--- src/rtl/mem_port_responder_if.sv ---
// Request/response and RAM-side signal bundle for mem_port_responder.
// resp_err exists only when MEM_BUS_ERR_EN is defined.
interface mem_port_responder_if #(
  parameter int WIDTH     = 16,
  parameter int ADDR_BITS = 16
);
  logic                 req_valid;
  logic                 req_ready;
  logic                 req_write;
  logic                 req_fetch;
  logic [ADDR_BITS-1:0] req_addr;
  logic [WIDTH-1:0]     req_wdata;
  logic                 resp_valid;
  logic                 resp_fetch;
  logic [WIDTH-1:0]     resp_rdata;
`ifdef MEM_BUS_ERR_EN
  logic                 resp_err;
`endif
  logic [ADDR_BITS-1:0] ram_addr;
  logic [WIDTH-1:0]     ram_wdata;
  logic                 ram_wren;
  logic [WIDTH-1:0]     ram_rdata;

  modport slave (
    input  req_valid, req_write, req_fetch, req_addr, req_wdata, ram_rdata,
    output req_ready, resp_valid, resp_fetch, resp_rdata, ram_addr, ram_wdata, ram_wren
`ifdef MEM_BUS_ERR_EN
    , output resp_err
`endif
  );

  modport master (
    output req_valid, req_write, req_fetch, req_addr, req_wdata, ram_rdata,
    input  req_ready, resp_valid, resp_fetch, resp_rdata, ram_addr, ram_wdata, ram_wren
`ifdef MEM_BUS_ERR_EN
    , input resp_err
`endif
  );
endinterface

--- src/rtl/mem_port_responder.sv ---
// Single-outstanding memory responder driving a synchronous RAM with WAIT_STATES extra cycles.
// Define MEM_BUS_ERR_EN to add ADDR_LIMIT and resp_err (out-of-range requests answer in one cycle).
module mem_port_responder #(
  parameter int WIDTH       = 16,
  parameter int ADDR_BITS   = 16,
  parameter int WAIT_STATES = 2
`ifdef MEM_BUS_ERR_EN
  , parameter logic [ADDR_BITS-1:0] ADDR_LIMIT = ADDR_BITS'(16'h8000)
`endif
) (
  input  logic                 clk,
  input  logic                 reset,
  mem_port_responder_if.slave  bus
);

  if (WAIT_STATES < 0 || WAIT_STATES > 15) begin : g_bad_wait_states
    $error("mem_port_responder: WAIT_STATES must be within 0..15");
  end

  localparam logic [3:0] WAIT_LOAD = 4'(WAIT_STATES);

  typedef enum logic [1:0] {IDLE, ACCESS, CAPTURE, RESP} state_t;

  state_t               state_q, state_d;
  logic [3:0]           cnt_q, cnt_d;
  logic [ADDR_BITS-1:0] addr_q, addr_d;
  logic [WIDTH-1:0]     wdata_q, wdata_d;
  logic                 write_q, write_d;
  logic                 fetch_q, fetch_d;
  logic [WIDTH-1:0]     rdata_q, rdata_d;
`ifdef MEM_BUS_ERR_EN
  logic                 err_q, err_d;
`endif

  always_comb begin
    state_d         = state_q;
    cnt_d           = cnt_q;
    addr_d          = addr_q;
    wdata_d         = wdata_q;
    write_d         = write_q;
    fetch_d         = fetch_q;
    rdata_d         = rdata_q;
`ifdef MEM_BUS_ERR_EN
    err_d           = err_q;
    bus.resp_err    = 1'b0;
`endif
    bus.req_ready   = 1'b0;
    bus.resp_valid  = 1'b0;
    bus.resp_fetch  = 1'b0;
    bus.ram_wren    = 1'b0;

    case (state_q)
      IDLE: begin
        bus.req_ready = 1'b1;
        if (bus.req_valid) begin
          write_d = bus.req_write;
          fetch_d = bus.req_fetch & ~bus.req_write;
          cnt_d   = WAIT_LOAD;
`ifdef MEM_BUS_ERR_EN
          // Out-of-range requests never touch the RAM, so its address/data registers keep their values.
          if (bus.req_addr >= ADDR_LIMIT) begin
            err_d   = 1'b1;
            rdata_d = '0;
            state_d = RESP;
          end else begin
            err_d   = 1'b0;
            addr_d  = bus.req_addr;
            wdata_d = bus.req_wdata;
            state_d = ACCESS;
          end
`else
          addr_d  = bus.req_addr;
          wdata_d = bus.req_wdata;
          state_d = ACCESS;
`endif
        end
      end
      ACCESS: begin
        if (cnt_q == 4'd0) begin
          bus.ram_wren = write_q;
          state_d      = write_q ? RESP : CAPTURE;
        end else begin
          cnt_d = cnt_q - 4'd1;
        end
      end
      CAPTURE: begin
        rdata_d = bus.ram_rdata;
        state_d = RESP;
      end
      RESP: begin
        bus.resp_valid = 1'b1;
        bus.resp_fetch = fetch_q;
`ifdef MEM_BUS_ERR_EN
        bus.resp_err   = err_q;
`endif
        state_d        = IDLE;
      end
      default: state_d = IDLE;
    endcase
  end

  assign bus.ram_addr   = addr_q;
  assign bus.ram_wdata  = wdata_q;
  assign bus.resp_rdata = rdata_q;

  // ram_wren decodes from state_q, so the async reset drops it without a clock edge.
  always_ff @(posedge clk or negedge reset) begin
    if (!reset) begin
      state_q <= IDLE;
      cnt_q   <= 4'd0;
      addr_q  <= '0;
      wdata_q <= '0;
      write_q <= 1'b0;
      fetch_q <= 1'b0;
      rdata_q <= '0;
`ifdef MEM_BUS_ERR_EN
      err_q   <= 1'b0;
`endif
    end else begin
      state_q <= state_d;
      cnt_q   <= cnt_d;
      addr_q  <= addr_d;
      wdata_q <= wdata_d;
      write_q <= write_d;
      fetch_q <= fetch_d;
      rdata_q <= rdata_d;
`ifdef MEM_BUS_ERR_EN
      err_q   <= err_d;
`endif
    end
  end

endmodule

--- src/flat_wrapper.sv ---
// flat-port wrapper written by rule: the top's interface ports become plain ports
module mem_port_responder_flat 
#(
  parameter int WIDTH       = 16,
  parameter int ADDR_BITS   = 16,
  parameter int WAIT_STATES = 2

)
  (clk, reset, bus_req_valid, bus_req_write, bus_req_fetch, bus_req_addr, bus_req_wdata, bus_ram_rdata, bus_req_ready, bus_resp_valid, bus_resp_fetch, bus_resp_rdata, bus_ram_addr, bus_ram_wdata, bus_ram_wren);
  mem_port_responder_if #(.WIDTH(WIDTH), .ADDR_BITS(ADDR_BITS)) bus_i ();
  input  logic clk;
  input  logic reset;
  input wire logic [$bits(bus_i.req_valid)-1:0] bus_req_valid;
  input wire logic [$bits(bus_i.req_write)-1:0] bus_req_write;
  input wire logic [$bits(bus_i.req_fetch)-1:0] bus_req_fetch;
  input wire logic [$bits(bus_i.req_addr)-1:0] bus_req_addr;
  input wire logic [$bits(bus_i.req_wdata)-1:0] bus_req_wdata;
  input wire logic [$bits(bus_i.ram_rdata)-1:0] bus_ram_rdata;
  output wire logic [$bits(bus_i.req_ready)-1:0] bus_req_ready;
  output wire logic [$bits(bus_i.resp_valid)-1:0] bus_resp_valid;
  output wire logic [$bits(bus_i.resp_fetch)-1:0] bus_resp_fetch;
  output wire logic [$bits(bus_i.resp_rdata)-1:0] bus_resp_rdata;
  output wire logic [$bits(bus_i.ram_addr)-1:0] bus_ram_addr;
  output wire logic [$bits(bus_i.ram_wdata)-1:0] bus_ram_wdata;
  output wire logic [$bits(bus_i.ram_wren)-1:0] bus_ram_wren;
  assign bus_i.req_valid = bus_req_valid;
  assign bus_i.req_write = bus_req_write;
  assign bus_i.req_fetch = bus_req_fetch;
  assign bus_i.req_addr = bus_req_addr;
  assign bus_i.req_wdata = bus_req_wdata;
  assign bus_i.ram_rdata = bus_ram_rdata;
  assign bus_req_ready = bus_i.req_ready;
  assign bus_resp_valid = bus_i.resp_valid;
  assign bus_resp_fetch = bus_i.resp_fetch;
  assign bus_resp_rdata = bus_i.resp_rdata;
  assign bus_ram_addr = bus_i.ram_addr;
  assign bus_ram_wdata = bus_i.ram_wdata;
  assign bus_ram_wren = bus_i.ram_wren;
  mem_port_responder #(.WIDTH(WIDTH), .ADDR_BITS(ADDR_BITS), .WAIT_STATES(WAIT_STATES)) u_core (.clk(clk), .reset(reset), .bus(bus_i));
endmodule
--- config.mk ---
export PLATFORM = sky130hd
export DESIGN_NAME = mem_port_responder_flat
export DESIGN_NICKNAME = d
export VERILOG_FILES = /design/src/rtl/mem_port_responder_if.sv /design/src/rtl/mem_port_responder.sv /design/src/flat_wrapper.sv
export SDC_FILE = /design/constraint.sdc
export NUM_CORES = 1
export LEC_CHECK = 0
export CAP_MARGIN = 20
export CELL_PAD_IN_SITES_DETAIL_PLACEMENT = 1
export CELL_PAD_IN_SITES_GLOBAL_PLACEMENT = 2
export CORE_UTILIZATION = 28
export DETAILED_ROUTE_END_ITERATION = 16
export GPL_ROUTABILITY_DRIVEN = 0
export PLACE_DENSITY = 0.84
export RECOVER_POWER = 25
export SLEW_MARGIN = 0
export SYNTH_ARGS = -nofsm -noshare
export SYNTH_HDL_FRONTEND = slang
export SYNTH_SLANG_ARGS = --single-unit
--- constraint.sdc ---
create_clock -name clk -period 5.13 [get_ports clk]
set_clock_uncertainty 0.2 [all_clocks]
set_input_delay 1.539 -clock clk [delete_from_list [all_inputs] [get_ports clk]]
set_output_delay 1.539 -clock clk [all_outputs]
set_load 0.05 [all_outputs]
Word level (Yosys, flattened, before mapping)

Cells that the tools add are included.

Register bits after elaboration: 56
Logic and storage cells: 34
Output and inout port bits: 52

Bitwise gates (word level): 2
Muxes and demuxes: 12
Equal/unequal tests: 6
Reduce and logical (&&, ||, !) cells: 6
Add/sub/neg operators: 1

Operator list:

| cell                | number |
|---|---|
| $mux 4              | 2 |
| $pmux 2 s4          | 1 |
| $pmux 4 s2          | 1 |
| $mux 1              | 6 |
| $eq 2x2->1 const B  | 2 |
| $logic_not 4->1     | 1 |
| $mux 2              | 2 |
| $ne 2x2->1 const B  | 2 |
| $reduce_and 2->1    | 2 |
| $sub 4x1->4 const B | 1 |
| $reduce_and 3->1    | 1 |
| $eq 2x1->1 const B  | 1 |
| $logic_not 2->1     | 1 |
| $ne 2x1->1 const B  | 1 |
| $reduce_bool 2->1   | 1 |
| $and 1x1->1         | 1 |
| $not 1->1           | 1 |

Longest topological paths before layout

Depth in word-level cells: 3
Gate-level depth with buffers: 6
Gate-level depth less buffers: 5

Worst setup path before layout

OpenSTA, ideal clock, no wires.

Kind: reg-to-output
Start: register u_core.cnt_q[0]
End: output port bus_ram_wren
Path slack: 1,703 ps
Data required time: 3,391 ps
Buffers on the path: 0
Cell stages (with the launch flop): 5
Arrival: 1,688 ps
Path through: dfrtp_1 -> inv_1 -> ha_1 -> or3b_4 -> nor2_1

Cells in the longest elaborated chain, start to end: 3

RTL lines:

| item                   | line                      | source |
|---|---|---|
| start, declared        | mem_port_responder.sv:25  | `logic [3:0] cnt_q, cnt_d;` |
| start signal, assigned | mem_port_responder.sv:121 | `cnt_q <= cnt_d;` |
| $logic_not 4->1        | mem_port_responder.sv:79  | `if (cnt_q == 4'd0) begin` |
| $mux 1                 | mem_port_responder.sv:79  |  |
| $mux 1                 | mem_port_responder.sv:52  | `case (state_q)` |
| end, declared          | flat_wrapper.sv:25        | `output wire logic [$bits(bus_i.ram_wren)-1:0] bus_ram_wren;` |

Every way passes these cells.

Worst setup path in the final report

Ends and elaborated chain as after synthesis.

==> impl_metrics.py <==
metrics = {
    "run_status": {
        "status": "complete, but fails checks",
        "failed_checks": "max-capacitance violations, max-slew violations",
    },
    "place": {
        "place_area_mm2": 0.003445,
        "place_hpwl_mm": 3.951,
        "port_buffers": 104,
    },
    "timing": {
        "max_slew.worst_pin.slew_ns": 1.756,
        "max_freq_mhz": 245.2,
        "rsz0062_at_grt": "no",
        "setup_viol": 0,
        "min_period_over_period_pct": 79.49,
        "finalHoldViolCount": 0,
        "hold_slack_ns": 0.2937,
        "relSlewSlack_pct": -17.09,
        "fin_tns_setup_ns": 0,
        "period_minus_slack_ns": 4.078,
        "maxSlewViolCount": 33,
    },
    "finish": {
        "post_route_cells_drive_above_1_share_pct": 4.615,
        "final_cell_area_mm2": 0.003537,
        "synthToLayoutAreaGrowth_pct": 53.64,
        "antennaDiodeCount": 0,
        "finalNetCount": 318,
    },
    "grt": {
        "grt_pass1_vias": 1794,
        "overflow": 0,
        "grt_usage_pct": 13.03,
        "grt_max_degree": 36,
        "antenna_found_initial": 0,
        "grt_pass1_wl_mm": 8.700,
    },
    "die": {
        "io_pins": 105,
        "dieHeight_um": 92.68,
        "initial_core_util_pct": 29.34,
        "dieWidth_um": 92.68,
        "design.die.area_mm2": 0.008589,
        "core_mm2": 0.007848,
        "rows": 32,
    },
    "logic_synthesis": {
        "syn-num-nets": 212,
        "synth_top_area_share_pct": 60.87,
        "synth_seq_cells": 56,
        "synthCells": 153,
        "yosys_warnings": 0,
        "synth_seq_area_share_pct": 60.87,
        "ys_top_cells_by_area": "dfrtp_1 61%, mux2_1 24%, ha_1 3.3%",
        "syn_avg_cell_area_um2": 15.05,
        "synth_area_mm2": 0.002302,
        "synth_cell_types": 29,
        "yosys.area.top_type": "dfrtp_1",
    },
    "drt": {
        "drtIter0Drc": 20,
        "remaining_drc_errors": 0,
        "firstDrtPassIters": 3,
        "via_count": 1626,
        "wire_per_inst_um": 14.59,
        "ant_nets": 0,
        "postRouteWirelength_mm": 5.282,
        "avgViaCountPerCell": 4.492,
    },
    "setup_path": {
        "critPathLaunchType": "flip-flop",
        "cp.required_ns": 3.39,
        "crit_fanout": 3,
        "crit_type": "flip-flop to primary output",
        "endpoint_kind": "primary output",
        "worstPathArrival_ns": 2.34,
    },
    "clock_tree": {
        "cts-root-buf": "clkbuf_8",
        "cts_buffers": 5,
        "cts_tree": "built",
        "clock_path_buffers": 2,
        "htree_levels": 2,
        "cts-resized-gates": 0,
        "path_clk_slew_ns": 0.10,
        "cts_sinks": 56,
        "clock_latency_ns": 0.30,
        "post_cts_buffers": 0,
        "hold_buffers": 0,
    },
    "job": {
        "maxCapViolations": 1,
    },
    "hold_path": {
        "hold_class": "flip-flop to flip-flop",
    },
}
==> Yosys cell counts <==
| library cell | instances |
|---|---|
| dfrtp_1 | 56 |
| mux2_1 | 50 |
| ha_1 | 6 |
| buf_2 | 5 |
| inv_1 | 4 |
| nand2b_1 | 3 |
| nor2_1 | 3 |
| o21ai_1 | 3 |
| nand2_1 | 2 |
| o41ai_1 | 2 |
| a211oi_2 | 1 |
| a21oi_2 | 1 |
| a2bb2oi_1 | 1 |
| and2_1 | 1 |
| and2b_1 | 1 |
| and4bb_1 | 1 |
| clkbuf_1 | 1 |
| mux2i_1 | 1 |
| nand2_2 | 1 |
| nand3_1 | 1 |
| nand4_1 | 1 |
| nand4bb_1 | 1 |
| nor2b_1 | 1 |
| nor3_1 | 1 |
| nor3b_1 | 1 |
| o21a_1 | 1 |
| o31a_1 | 1 |
| or3b_4 | 1 |
| or4_1 | 1 |
==> critical path, cell delays in order (launching register included) <==
cell and delay (ns):
dfrtp_1 0.40, inv_1 0.12, ha_1 0.20, or3b_4 0.41, nor2_1 0.10, clkdlybuf4s50_1 0.80
==> logic make-up (layout without fill, tap and decap cells) <==
logic type | count (synthesis) | after routing | synth area share (%)
compound gates | 10 | 10 | 3.424
buf+inv | 10 | 117 | 1.902
fa+ha+maj | 6 | 6 | 3.261
simple gates | 20 | 20 | 5.653
flops | 56 | 56 | 60.87
mux | 51 | 51 | 24.89
==> registers in the layout (all words and copies together) (netlist names) <==
register,flops
u_core.cnt_q,4
u_core.bus.resp_rdata,16
u_core.bus.ram_addr,16
u_core.fetch_q,1
u_core.state_q,2
u_core.bus.ram_wdata,16
u_core.write_q,1
==> layer usage <==
metal	GRT usage [%]	wire length, µm	share of wire, %	vias to the layer above
met5	0	0	0	-
li1	-	-	-	745
met4	4.744	95	1.8	0
met3	2.874	304	5.8	8
met2	22.59	2640	50	56
met1	15.83	2242	42	817
==> worst paths after layout <==
| check | start | endpoint | slack [ns] | cells after the start |
|---|---|---|---|---|
| setup reg to reg | u_core.state_q[0] | u_core.bus.ram_wdata[14] | 2.88 | 4 |
| max in group asynchronous | reset | u_core.bus.resp_rdata[1] | 1.19 | 2 |
| hold reg to reg | u_core.bus.resp_rdata[15] | u_core.bus.resp_rdata[15] | 0.29 | 1 |
| setup / recovery | u_core.cnt_q[0] | bus_ram_wren | 1.05 | 5 |
| hold / removal | u_core.bus.resp_rdata[15] | u_core.bus.resp_rdata[15] | 0.29 | 1 |
| min in group asynchronous | reset | u_core.bus.ram_addr[0] | 1.29 | 1 |
==> final cells by class <==
class / count / area, µm²
inverter: 4 / 15.01
sequential: 56 / 1401
clock inverter: 2 / 15.01
fill: 839 / 4310
clock buffer: 6 / 82.58
timing repair buffer: 105 / 1039
tap: 102 / 127.6
multi-input combinational: 87 / 857.1
==> layout by cell type (no fill, tap or decap) <==
master,synthesis,routed
mux2_1,50,50
nor3_1,1,1
clkbuf_1,1,2
o41ai_1,2,2
dfrtp_1,56,56
ha_1,6,6
nand2_2,1,1
o21a_1,1,1
nand3_1,1,1
clkbuf_8,0,6
nand2b_1,3,3
and4bb_1,1,1
and2b_1,1,1
a211oi_2,1,1
mux2i_1,1,1
nor2b_1,1,1
o31a_1,1,1
o21ai_1,3,3
clkinvlp_4,0,2
dlygate4sd3_1,0,16
nor3b_1,1,1
nor2_1,3,3
a2bb2oi_1,1,1
nand4bb_1,1,1
or3b_4,1,1
nand4_1,1,1
inv_1,4,4
and2_1,1,1
clkdlybuf4s50_1,0,87
nand2_1,2,2
or4_1,1,1
a21oi_2,1,1
==> metrics by stage <==
| step | util [%] | instances | setup slack [ns] |
|---|---|---|---|
| 2_1_floorplan | - | 153 | 1.703 |
| 3_3_place_gp | 43.89 | 354 | 1.444 |
| 3_5_place_dp | 43.89 | 354 | 1.394 |
| 4_1_cts | 45.14 | 362 | 1.033 |
| 5_1_grt | 45.07 | 362 | 0.5373 |
| 6_report | 45.07 | 362 | 1.052 |
Power is not shown: default switching activity piles up to over one toggle a cycle in this logic, so the estimate is an artifact.
